<file path="config.mk">
export PLATFORM = sky130hd
export DESIGN_NAME = bcd_to_bin_seq
export DESIGN_NICKNAME = d
export VERILOG_FILES = /design/src/rtl/bcd_to_bin_seq.sv
export SDC_FILE = /design/constraint.sdc
export NUM_CORES = 1
export LEC_CHECK = 0
export BUFFER_PORTS_ARGS = -buffer_cell sky130_fd_sc_hd__buf_2
export CAP_MARGIN = 15
export CORE_ASPECT_RATIO = 1.4
export CORE_MARGIN = 2
export CORE_UTILIZATION = 40
export CTS_BUF_LIST = sky130_fd_sc_hd__clkbuf_8
export DETAILED_ROUTE_END_ITERATION = 7
export GPL_TIMING_DRIVEN = 0
export HOLD_SLACK_MARGIN = 0.1
export PLACE_DENSITY = 0.59
export SLEW_MARGIN = 20
export SYNTH_ARGS = -nofsm -noshare
export SYNTH_HDL_FRONTEND = slang
export SYNTH_SLANG_ARGS = --single-unit
</file>
<file path="constraint.sdc">
create_clock -name CLK -period 2.5 [get_ports CLK]
set_clock_uncertainty 0.1 [all_clocks]
set_input_delay 0.125 -clock CLK [delete_from_list [all_inputs] [get_ports CLK]]
set_output_delay 0.125 -clock CLK [all_outputs]
set_load 0.005 [all_outputs]
</file>
<file path="src/rtl/bcd_to_bin_seq.sv">
// bcd_to_bin_seq
//   Sequential BCD-to-binary converter. A packed DIGITS-digit BCD word is
//   accepted on a start/ready handshake. It is then folded most-significant
//   digit first, one digit per clock, as acc = acc*10 + digit. The multiply
//   by ten is done with shifts and an add only. Any nibble above 9 sets Err
//   and forces Bin to zero.
//
// Handshake: a conversion is accepted on any rising edge where Start=1 and
//   Ready=1. Ready is high exactly while the FSM is in IDLE, and BCD is
//   sampled only on that accepting edge. Done is a one-cycle pulse that marks
//   the cycle in which Bin/Err first hold the new result. That cycle is
//   itself an IDLE cycle, so Start may be accepted in it.
//
// Ports:
//   CLK        rising-edge clock
//   RST        synchronous active-high reset, priority over Start
//   Start      conversion request, sampled only while Ready=1
//   BCD        packed operand, most-significant digit in the top nibble
//   Ready      high in IDLE
//   Done       one-cycle result strobe
//   Bin        binary result, held until the next Done or reset
//   Err        non-decimal nibble seen in the accepted operand, held with Bin
//   state_dbg  current FSM state (0 = IDLE, 1 = CONV)
module bcd_to_bin_seq #(
  parameter int DIGITS = 4,
  parameter int BIN_W  = 14
) (
  input  logic                  CLK,
  input  logic                  RST,
  input  logic                  Start,
  input  logic [4*DIGITS-1:0]   BCD,
  output logic                  Ready,
  output logic                  Done,
  output logic [BIN_W-1:0]      Bin,
  output logic                  Err,
  output logic                  state_dbg
);

  // Four spare accumulator bits absorb the growth caused by invalid digits.
  // Those results are forced to zero anyway, so the extra bits only keep the
  // arithmetic well defined.
  localparam int ACC_W = BIN_W + 4;
  localparam int CNT_W = $clog2(DIGITS + 1);

  localparam logic S_IDLE = 1'b0;
  localparam logic S_CONV = 1'b1;

  localparam logic [CNT_W-1:0] CNT_LOAD = CNT_W'(DIGITS);
  localparam logic [CNT_W-1:0] CNT_ONE  = CNT_W'(1);

  logic                 state;
  logic [4*DIGITS-1:0]  shift_reg;
  logic [ACC_W-1:0]     acc;
  logic [CNT_W-1:0]     cnt;
  logic                 err_acc;

  logic [3:0]           digit;
  logic [ACC_W-1:0]     acc_next;
  logic                 err_next;
  logic                 last_digit;

  always_comb begin
    digit      = shift_reg[4*DIGITS-1 -: 4];
    // acc*10 = acc*8 + acc*2
    acc_next   = (acc << 3) + (acc << 1) + {{(ACC_W-4){1'b0}}, digit};
    // The error check of the final digit is folded in before the result is
    // committed.
    err_next   = err_acc | (digit > 4'd9);
    last_digit = (cnt == CNT_ONE);
    Ready      = (state == S_IDLE);
    state_dbg  = state;
  end

  always_ff @(posedge CLK) begin
    if (RST) begin
      state     <= S_IDLE;
      shift_reg <= '0;
      acc       <= '0;
      cnt       <= '0;
      err_acc   <= 1'b0;
      Done      <= 1'b0;
      Bin       <= '0;
      Err       <= 1'b0;
    end else begin
      Done <= 1'b0;
      case (state)
        S_IDLE: begin
          if (Start) begin
            shift_reg <= BCD;
            acc       <= '0;
            cnt       <= CNT_LOAD;
            err_acc   <= 1'b0;
            state     <= S_CONV;
          end
        end
        S_CONV: begin
          acc       <= acc_next;
          shift_reg <= shift_reg << 4;
          err_acc   <= err_next;
          cnt       <= cnt - CNT_ONE;
          if (last_digit) begin
            Bin   <= err_next ? '0 : acc_next[BIN_W-1:0];
            Err   <= err_next;
            Done  <= 1'b1;
            state <= S_IDLE;
          end
        end
        default: state <= S_IDLE;
      endcase
    end
  end

endmodule

</file>
# == Word-level counts from Yosys, hierarchy flattened ==
# Cells that the tools add are included.
# totals
mem_bits_rw,0
n_memories,0
inputBits,19
mem_bits_ro,0
out_inout_bits,18
latchBits,0
reg_bits,50
elab_cells,31
# classes
add_sub_neg,3
reduce_logical,2
order_cmp,1
n_div,0
n_bitwise,2
n_shift,0
n_eq_ne,2
mux,13
multipliers,0
# op_table
op,count
16-bit one-hot mux with 2 select lines,1
13-bit one-hot mux with 2 select lines,1
16-bit two-way mux,1
14-bit adder,1
14-bit by 4-bit adder with 14-bit output,1
14-bit two-way mux,1
13-bit two-way mux,1
3-bit one-hot mux with 2 select lines,1
4-bit greater-than comparator (second input constant),1
1-bit two-way mux,4
1-bit one-hot mux with 2 select lines,2
3-bit by 1-bit equality test with 1-bit output (second input constant),1
3-bit two-way mux,1
3-bit by 1-bit subtractor with 3-bit output (second input constant),1
2-bit inequality test (second input constant),1
2-bit AND reduction,1
2-bit OR reduction,1
1-bit inverter,1
1-bit OR,1

# == Depth between registers and ports, before layout ==
# Gate-level depths: netlist of the first run.
# logic_depth
depth_word,3
depth_mapped,9
depth_no_buf,9

# == Worst setup path before layout of the first run ==
# Ideal clock, no wire load.
# synth_timing
kind,flip-flop to flip-flop
start,register shift_reg[15]
end,register Bin[13]
arrival_ps,2329
stages_incl_launch_ff,10
setup_ps,122
setup_slack_ps,-51
path_buffers,0
period_less_slack_ps,2551
required_ps,2278
path_cell_list,dfxtp_1 inv_1 fa_1 inv_1 ha_1 a21o_1 nand4_1 a21oi_2 or3_1 a221o_1
# synth_via
elab_chain_cells,3
elab_cells_between_ends,4
classes_between,add/sub (1); order compare (1); mux (1); bitwise (1)
# synth_lines
element,line,rtl
from (decl),52,logic [4*DIGITS-1:0] shift_reg;
from (signal assigned),98,shift_reg <= shift_reg << 4;
branches (longest 2 deep; another with 14-bit by 4-bit adder with 14-bit output),n/a,
14-bit two-way mux (*),102,Bin <= err_next ? '0 : acc_next[BIN_W-1:0];
to (signal assigned),102,
to (decl),34,"output logic [BIN_W-1:0] Bin,"
# Mark *: on every way between the ends.
# A chain may end at the register's enable or synchronous reset.

# == Final worst setup path of the first run ==
# layout_timing
start,register shift_reg[15]
end,register Bin[11]
# The elaborated chain is that of the path after synthesis.

==> flow_metrics.env, run 1 <==
export IMPL_synthTopCellsByArea="dfxtp_1, ha_1, mux2i_1, nor2_1, a21oi_1"
export IMPL_syn_area_per_cell_um2=8.78
export IMPL_muxShareOfSynthArea_pct=6.35
export IMPL_dpl_cell_area_mm2=0.00296
export IMPL_synth_top_family_by_area="compound AO/OA/AOI/OAI gates"
export IMPL_violations="negative setup slack"
export IMPL_numCtsBuffers=5
export IMPL_crit_start="shift_reg[15]"
export IMPL_max_slew_worst_pin_slew_ns=0.917
export IMPL_route_met3_wl_um=273
export IMPL_synthCells=305
export IMPL_status="complete, but fails checks"
export IMPL_stdcell_area_mm2=0.00326
export IMPL_nNetsFinal=410
export IMPL_place_worst_setup_slack_ns=-0.262
export IMPL_io_buffer_count=36
export IMPL_rr_worst_depth=9
export IMPL_synthXorXnorAreaFrac_pct=1.96
export IMPL_place_hpwl_mm=4.97
export IMPL_routed_via_count=2407
export IMPL_gp_congestion=0.839
export IMPL_routed_top_layer="met4"
export IMPL_htree_levels=2
export IMPL_grt_pass1_vias=2283
export IMPL_synthAdderAreaFrac_pct=12.7
export IMPL_grt_pass1_wl_mm=10.9
export IMPL_timing_fmax_ghz=0.377
export IMPL_grt_overflow=0
export IMPL_hp_class="in2reg"
export IMPL_yosysSeqAreaShare_pct=37.4
export IMPL_synth_compound_area_share_pct=18.7
export IMPL_clk_path_buf_depth=2
export IMPL_cp_max_fo=5
export IMPL_yosys_area_share_simple_pct=18.4
export IMPL_finalSetupTns_ns=-0.834
export IMPL_largest_reg_flops=16
export IMPL_clockRootBuffer="clkbuf_8"
export IMPL_synth_flop_cell="dfxtp_1"
export IMPL_powerDensity_mw_per_mm2=468
export IMPL_leakagePower_nw=1.53
export IMPL_antenna_found_initial=0
export IMPL_r2r_end="Bin[11]"
export IMPL_startpoint_type="flip-flop"
export IMPL_r2r_start="shift_reg[15]"
export IMPL_clkLatencyLatePin_ns=0.31
export IMPL_die_h_um=101
export IMPL_synth_async_reset_ratio_pct=0
export IMPL_synth_edf_count=0
export IMPL_crit_path_end="Bin[11]"
export IMPL_dp_cells=415
export IMPL_io_pins=37
export IMPL_routedWlPerCell_um=15.9
export IMPL_drt_wl_total_mm=7.00
export IMPL_synthDistinctLibCells=45
export IMPL_drt_initial_drc_count=80
export IMPL_num_rows=35
export IMPL_antenna_cells=0
export IMPL_core_area_mm2=0.00653
export IMPL_clock_sinks=50
export IMPL_worstPathArrival_ns=2.76
export IMPL_setup_violations=7
export IMPL_cts_tree="yes"
export IMPL_fin_ws_ns=-0.153
export IMPL_grt_setup_unrepaired="yes"
export IMPL_die_x_um=73.2
export IMPL_synth_seq_cells=50
export IMPL_grt_usage_pct=19.5
export IMPL_drtAntennaViolNets=0
export IMPL_hold_viol_final=0
export IMPL_yosys_warnings=0
export IMPL_via_per_inst=5.47
export IMPL_synth_top_area_cell="dfxtp_1"
export IMPL_reg2reg_setup_slack_ns=-0.15
export IMPL_max_slew_margin_pct=38.6
export IMPL_post_synth_most_frequent_cells="dfxtp_1, nor2_1, a21oi_1"
export IMPL_fin_crit_sh_pct=106
export IMPL_worstSetupEndpointType="flip-flop"
export IMPL_cap_violations=0
export IMPL_clk_pin_slew_ns=0.10
export IMPL_synthesis_area_mm2=0.00268
export IMPL_start_util_pct=41.1
export IMPL_drive_gt1_share_pct=19.7
export IMPL_path_class="reg2reg"
export IMPL_wl_met2_mm=3.73
export IMPL_drt_met1_wl_mm=2.83
export IMPL_area_growth_pct=21.8
export IMPL_ir_drop_uv=405
export IMPL_stdcell_count=440
export IMPL_crit_required_ns=2.60
export IMPL_min_period_ns=2.65
export IMPL_post_route_util_pct=50.0
export IMPL_grt_max_degree=16
export IMPL_syn_num_nets=350
export IMPL_dieArea_mm2=0.00738
export IMPL_final_max_slew_viol_count=0
export IMPL_drtPass1Iterations=4
export IMPL_synth_top_cell_area_share_pct=37.4
export IMPL_yosysMostFrequentCell="dfxtp_1"
export IMPL_drcViolationCount=0
-- where the power goes --
group	switching (mW)	internal, mW
Combinational	0.123	0.0854
Sequential	0.0168	0.822
Clock	0.286	0.194
Total	0.425	1.10
-- critical path: stages, from the launching register on --
cell and delay [ns]:
dfxtp_2 0.35, inv_2 0.04, fa_1 0.58, inv_1 0.05
ha_1 0.28, a21o_1 0.18, nand4_1 0.23, a21oi_2 0.13
or3_1 0.35, a32o_1 0.25
-- per-layer routing --
metal / GRT usage (%) / vias to the layer above
met4: 7.69 / 0
li1: - / 1217
met2: 36.7 / 45
met1: 20.9 / 1134
met5: 0 / -
met3: 3.10 / 11
-- what timing repair did --
item | CTS | global route
hold endpoints to repair | 12 | 0
hold buffers | 12 | 0
gates resized for setup | 6 | 12
setup buffers | 2 | 3
pin swaps | 10 | 6
setup endpoints to repair | 12 | 13
-- worst min-delay path by stage --
| stage | to | slack [ns] | cells after the start | startpoint |
|---|---|---|---|---|
| after global placement | shift_reg[2] | 0.31 | 3 | BCD[2] |
| after CTS | shift_reg[12] | 0.10 | 5 | BCD[12] |
| after floorplan | shift_reg[0] | 0.22 | 2 | BCD[0] |
| final | shift_reg[4] | 0.09 | 5 | BCD[4] |
| after detailed placement | shift_reg[2] | 0.32 | 3 | BCD[2] |
| after global routing | shift_reg[11] | 0.14 | 5 | BCD[11] |
-- through the flow --
stage               total power [mW]  hold WS (ns)
finish                          1.53        0.0886
global route                    1.58         0.141
CTS                             1.53         0.101
detailed placement              1.05         0.321
global placement                1.04         0.312
floorplan                      0.980         0.220
-- cell families (layout without fill, tap and decap cells) --
logic type	Yosys count	in the layout
compound gates	75	75
xor+xnor	6	6
fa+ha+maj	26	26
buf+inv	32	93
flops	50	50
mux	17	17
simple gates	99	99
-- cell type report --
type                            instances  area (µm²)
Timing Repair Buffer                   53         338
Sequential cell                        50        1010
Buffer                                 16        61.3
Inverter                               16        60.1
Fill cell                             638        3260
Multi-Input combinational cell        223        1620
Clock buffer                            5        68.8
Tap cell                               74        92.6
Clock inverter                          3        17.5
-- placed cells by master (no fill, tap or decap), types with 4 or more instances in the layout --
| cell | netlist | final |
|---|---|---|
| dfxtp_1 | 50 | 45 |
| nor2_1 | 41 | 41 |
| buf_2 | 1 | 37 |
| a21oi_1 | 29 | 26 |
| ha_1 | 24 | 23 |
| mux2i_1 | 17 | 17 |
| clkbuf_1 | 13 | 13 |
| inv_1 | 16 | 13 |
| o21ai_0 | 14 | 13 |
| nor3_1 | 12 | 12 |
| dlygate4sd3_1 | 0 | 12 |
| nand2_1 | 10 | 10 |
| a22o_1 | 9 | 9 |
| nand3_1 | 8 | 8 |
| and3_1 | 6 | 6 |
| or3_1 | 5 | 5 |
| dfxtp_2 | 0 | 5 |
| clkbuf_8 | 0 | 5 |
| buf_4 | 0 | 5 |
| inv_2 | 0 | 4 |
| a32o_1 | 4 | 4 |
(Power assumes the default switching activity.)
==> run 2, diff against run 1 <==
- CTS_BUF_LIST: sky130_fd_sc_hd__clkbuf_8 -> sky130_fd_sc_hd__clkbuf_4 sky130_fd_sc_hd__clkbuf_8 sky130_fd_sc_hd__clkbuf_16
==> flow_metrics.env, run 2 (same netlist as run 1, synthesis figures left out) <==
export IMPL_status="complete, but fails checks"
export IMPL_violations="negative setup slack"
export IMPL_drcViolationCount=0
export IMPL_whs_ns=0.0920
export IMPL_crit_required_ns=2.60
export IMPL_via_per_inst=5.46
export IMPL_numCtsBuffers=5
export IMPL_max_slew_worst_pin_slew_ns=0.888
export IMPL_drt_wl_total_mm=6.97
export IMPL_dp_cells=415
export IMPL_leakagePower_nw=1.53
export IMPL_route_met3_wl_um=223
export IMPL_timing_fmax_ghz=0.374
export IMPL_cp_max_fo=5
export IMPL_wl_met2_mm=3.72
export IMPL_grt_pass1_wl_mm=10.9
export IMPL_crit_slowest_cell="fa_1"
export IMPL_antenna_cells=0
export IMPL_dpl_cell_area_mm2=0.00296
export IMPL_grt_pass1_vias=2294
export IMPL_cap_violations=0
export IMPL_stdcell_area_mm2=0.00328
export IMPL_fin_ws_ns=-0.175
export IMPL_worstPathArrival_ns=2.78
export IMPL_min_period_ns=2.67
export IMPL_routedWlPerCell_um=15.8
export IMPL_cts_tree="yes"
export IMPL_die_x_um=73.2
export IMPL_antenna_found_initial=0
export IMPL_grt_usage_pct=19.5
export IMPL_core_area_mm2=0.00653
export IMPL_clk_path_buf_depth=2
export IMPL_n_fill_cell=641
export IMPL_die_h_um=101
export IMPL_final_max_slew_viol_count=0
export IMPL_drt_met1_wl_mm=2.82
export IMPL_drtAntennaViolNets=0
export IMPL_finalSetupTns_ns=-1.01
export IMPL_routed_via_count=2415
export IMPL_clkLatencyLatePin_ns=0.31
export IMPL_drive_gt1_share_pct=19.0
export IMPL_routed_top_layer="met4"
export IMPL_grt_max_degree=16
export IMPL_drt_initial_drc_count=109
export IMPL_ir_drop_uv=405
export IMPL_stdcell_count=442
export IMPL_rr_worst_depth=9
export IMPL_io_buffer_count=36
export IMPL_grt_setup_unrepaired="yes"
export IMPL_grt_overflow=0
export IMPL_drtPass1Iterations=4
export IMPL_max_stage_delay_ns=0.58
export IMPL_place_worst_setup_slack_ns=-0.262
export IMPL_place_hpwl_mm=4.97
export IMPL_clk_pin_slew_ns=0.10
export IMPL_dieArea_mm2=0.00738
export IMPL_post_route_util_pct=50.3
export IMPL_area_growth_pct=22.4
export IMPL_io_pins=37
export IMPL_hp_class="in2reg"
export IMPL_seqCellArea_mm2=0.00100
export IMPL_htree_levels=2
export IMPL_clockRootBuffer="clkbuf_8"
export IMPL_hold_viol_final=0
export IMPL_worstSetupEndpointType="flip-flop"
export IMPL_p_total_mw=1.54
export IMPL_gp_congestion=0.839
export IMPL_fin_crit_sh_pct=107
export IMPL_nNetsFinal=412
export IMPL_cp_cell_sequence="inv_2, fa_1, inv_1, ha_1, a21o_1, nand4_1, a21oi_2, or3_1, a32o_1"
export IMPL_startpoint_type="flip-flop"
export IMPL_powerDensity_mw_per_mm2=470
export IMPL_final_common_cell="dfxtp_1"
export IMPL_max_slew_margin_pct=40.5
export IMPL_final_cell_mix="dfxtp_1, nor2_1, buf_2"
export IMPL_multi_input_area_mm2=0.00162
export IMPL_hold_depth=5
export IMPL_start_util_pct=41.1
export IMPL_clock_sinks=50
export IMPL_largest_reg_flops=16
export IMPL_num_rows=35
export IMPL_path_class="reg2reg"
export IMPL_setup_violations=10
==> run 2: cell types whose count changed in the layout (fill, tap and decap cells not counted) <==
cell      previous run  this run
dfxtp_2              5         3
clkbuf_4             0         1
buf_4                5         7
dfxtp_1             45        47
inv_2                4         1
inv_1               13        15
==> run 2: final cells by class <==
cell class | count | share of cell area, %
inverters | 16 | 1.83
well taps | 74 | 2.82
repair buffers | 55 | 10.8
flip-flops and latches | 50 | 30.6
plain buffers | 16 | 1.87
multi-input cells | 223 | 49.3
clock inverters | 2 | 0.420
clock buffers | 6 | 2.33
==> run 2: what timing repair did <==
item	4_1_cts	5_1_grt
endpoints found under the hold margin	12	0
pin swaps	10	7
buffers inserted	4	3
endpoints found under the setup margin	12	12
hold buffers	12	0
gates resized for setup	4	9
==> run 2: power by group <==
| part | switching (mW) | internal, mW |
|---|---|---|
| sequential | 0.0166 | 0.822 |
| clock | 0.286 | 0.209 |
| combinational | 0.122 | 0.0858 |
==> run 2: path summary, 6_finish.rpt <==
check,to,from,slack (ns)
setup / recovery,Bin[11],acc[2],-0.17
hold / removal,shift_reg[12],BCD[12],0.09
hold reg to reg,Bin[10],Bin[10],0.35
setup reg to reg,Bin[11],acc[2],-0.17
==> run 2: per-layer routing <==
layer,track usage [%],vias up
met5,0,-
met4,7.69,0
met3,3.10,15
met2,36.8,46
met1,20.8,1138
li1,-,1216
==> run 2: worst max-delay path: cells and delay by family (launching register included) <==
family,cells,cell delay [ns]
flip-flops,1,0.35
AND/OR/NAND/NOR,2,0.59
buffers and inverters,2,0.10
adder cells (fa/ha/maj),2,0.87
AO/OA/AOI/OAI,3,0.56
==> run 3, diff against run 2 <==
--- a/config.mk
+++ b/config.mk
@@ -7,6 +7,5 @@
 export LEC_CHECK = 0
-export BUFFER_PORTS_ARGS = -buffer_cell sky130_fd_sc_hd__buf_2
+export BUFFER_PORTS_ARGS = -buffer_cell sky130_fd_sc_hd__clkbuf_2
 export CAP_MARGIN = 15
 export CORE_ASPECT_RATIO = 1.4
-export CORE_MARGIN = 2
 export CORE_UTILIZATION = 40
--- a/constraint.sdc
+++ b/constraint.sdc
@@ -4,2 +4,2 @@
 set_output_delay 0.125 -clock CLK [all_outputs]
-set_load 0.005 [all_outputs]
+set_load 0.1 [all_outputs]
==> flow_metrics.env, run 3 (same netlist as run 1, synthesis figures left out) <==
export IMPL_status="complete, but fails checks"
export IMPL_violations="design-rule violations, negative setup slack"
export IMPL_use_met1_pct=24.0
export IMPL_dpl_cell_area_mm2=0.00296
export IMPL_drive_gt1_share_pct=19.0
export IMPL_final_cell_mix="dfxtp_1, nor2_1, clkbuf_2"
export IMPL_core_area_mm2=0.00634
export IMPL_path_class="reg2reg"
export IMPL_grt_pass1_wl_mm=11.5
export IMPL_power_share_clock_pct=35.7
export IMPL_clkLatencyLatePin_ns=0.31
export IMPL_clk_path_buf_depth=2
export IMPL_drt_wl_total_mm=6.81
export IMPL_area_growth_pct=23.2
export IMPL_grt_max_degree=15
export IMPL_p_sw_mw=0.439
export IMPL_numCtsBuffers=5
export IMPL_fin_ws_ns=-0.145
export IMPL_dieArea_mm2=0.00703
export IMPL_n_fill_cell=638
export IMPL_timing_fmax_ghz=0.378
export IMPL_largest_reg_flops=16
export IMPL_post_route_util_pct=52.1
export IMPL_num_rows=34
export IMPL_cap_violations=0
export IMPL_antenna_found_initial=0
export IMPL_startpoint_type="flip-flop"
export IMPL_dp_cells=413
export IMPL_hp_class="in2reg"
export IMPL_min_period_ns=2.65
export IMPL_grt_overflow=0
export IMPL_clockRootBuffer="clkbuf_8"
export IMPL_grt_setup_unrepaired="yes"
export IMPL_routedWlPerCell_um=15.5
export IMPL_gp_congestion=0.828
export IMPL_cp_max_fo=5
export IMPL_max_slew_worst_pin_slew_ns=0.860
export IMPL_swShare_pct=26.3
export IMPL_clk_pin_slew_ns=0.09
export IMPL_stdcell_count=440
export IMPL_io_buffer_count=36
export IMPL_grt_usage_pct=20.7
export IMPL_p_seq_share_pct=50.2
export IMPL_routed_via_count=2369
export IMPL_drcViolationCount=2
export IMPL_grt_use_met3_pct=3.17
export IMPL_ir_drop_uv=266
export IMPL_final_max_slew_viol_count=0
export IMPL_nNetsFinal=413
export IMPL_drtPass1Iterations=6
export IMPL_hold_viol_final=0
export IMPL_start_util_pct=42.3
export IMPL_use_met2_pct=37.7
export IMPL_stdcell_area_mm2=0.00330
export IMPL_io_pins=37
export IMPL_worstSetupEndpointType="flip-flop"
export IMPL_worstPathArrival_ns=2.74
export IMPL_place_hpwl_mm=4.96
export IMPL_cts_tree="yes"
export IMPL_combPwrFrac_pct=14.0
export IMPL_max_slew_margin_pct=42.4
export IMPL_grt_pass1_vias=2364
export IMPL_htree_levels=2
export IMPL_leakagePower_nw=1.54
export IMPL_fin_crit_sh_pct=106
export IMPL_crit_required_ns=2.60
export IMPL_final_common_cell="dfxtp_1"
export IMPL_via_per_inst=5.38
export IMPL_setup_violations=7
export IMPL_p_int_mw=1.23
export IMPL_die_x_um=71.2
export IMPL_die_h_um=98.8
export IMPL_clock_sinks=50
export IMPL_gr_max_usage_layer="met2"
export IMPL_drtAntennaViolNets=0
export IMPL_powerDensity_mw_per_mm2=506
export IMPL_antenna_cells=0
export IMPL_drt_initial_drc_count=85
## run 3: cell types whose count changed in the layout (fill, tap and decap cells not counted), sizes merged
cell | previous run | this run
clkinv | 2 | 0
bufinv | 0 | 1
clkbuf | 19 | 55
buf | 46 | 9
dlygate4sd3 | 12 | 14
## run 3: worst max-delay path: stages (launching register included)
cell and delay [ns]:
dfxtp_2 0.34, inv_2 0.04, fa_1 0.57, inv_1 0.06
ha_1 0.27, a21o_1 0.20, nand4_1 0.22, a21oi_2 0.12
or3_1 0.31, a221o_1 0.29
## run 3: what timing repair did
action | 4_1_cts | 5_1_grt
setup buffers | 3 | 3
endpoints found under the hold margin | 14 | 0
hold buffers | 14 | 0
pin swaps | 11 | 8
resized for setup | 4 | 8
endpoints found under the setup margin | 10 | 11
## run 3: per-layer routing
| layer | vias up | wire length [µm] |
|---|---|---|
| li1 | 1217 | - |
| met5 | - | 0 |
| met3 | 8 | 160 |
| met1 | 1108 | 2900 |
| met2 | 36 | 3610 |
| met4 | 0 | 139 |
## run 3: path summary, 6_finish.rpt
| path | cells after the start | start | endpoint | slack [ns] |
|---|---|---|---|---|
| setup / recovery | 9 | acc[2] | Bin[13] | -0.15 |
| hold / removal | 5 | BCD[12] | shift_reg[12] | 0.10 |
| setup reg to reg | 9 | acc[2] | Bin[13] | -0.15 |
| hold reg to reg | 2 | Bin[10] | Bin[10] | 0.37 |
## run 3: final cells by class
| type | count | area [µm²] | area share, % |
|---|---|---|---|
| multi-input cells | 223 | 1610 | 48.6 |
| flip-flops and latches | 50 | 1010 | 30.5 |
| repair buffers | 56 | 365 | 11.1 |
| well taps | 72 | 90.1 | 2.73 |
| clock buffers | 6 | 82.6 | 2.50 |
| plain buffers | 16 | 61.3 | 1.86 |
| inverters | 16 | 60.1 | 1.82 |
| clock inverters | 1 | 30.0 | 0.910 |
## run 3: power groups by stage
stage / Sequential, mW / Clock [mW] / Combinational (mW)
after floorplan: 0.868 / 0 / 0.137
after global placement: 0.856 / 0 / 0.213
after detailed placement: 0.857 / 0 / 0.215
after CTS: 0.839 / 0.609 / 0.234
after global routing: 0.843 / 0.640 / 0.261
final: 0.839 / 0.596 / 0.234
## run 3: through the flow
step / setup TNS (ns) / power (mW) / setup WS [ns] / hold WS, ns
final: -0.728 / 1.67 / -0.145 / 0.103
after global routing: -1.82 / 1.74 / -0.251 / 0.130
after CTS: -0.648 / 1.68 / -0.133 / 0.103
after detailed placement: -1.50 / 1.07 / -0.252 / 0.324
after global placement: -1.42 / 1.07 / -0.239 / 0.317
after floorplan: 0 / 1.01 / 0.00469 / 0.220
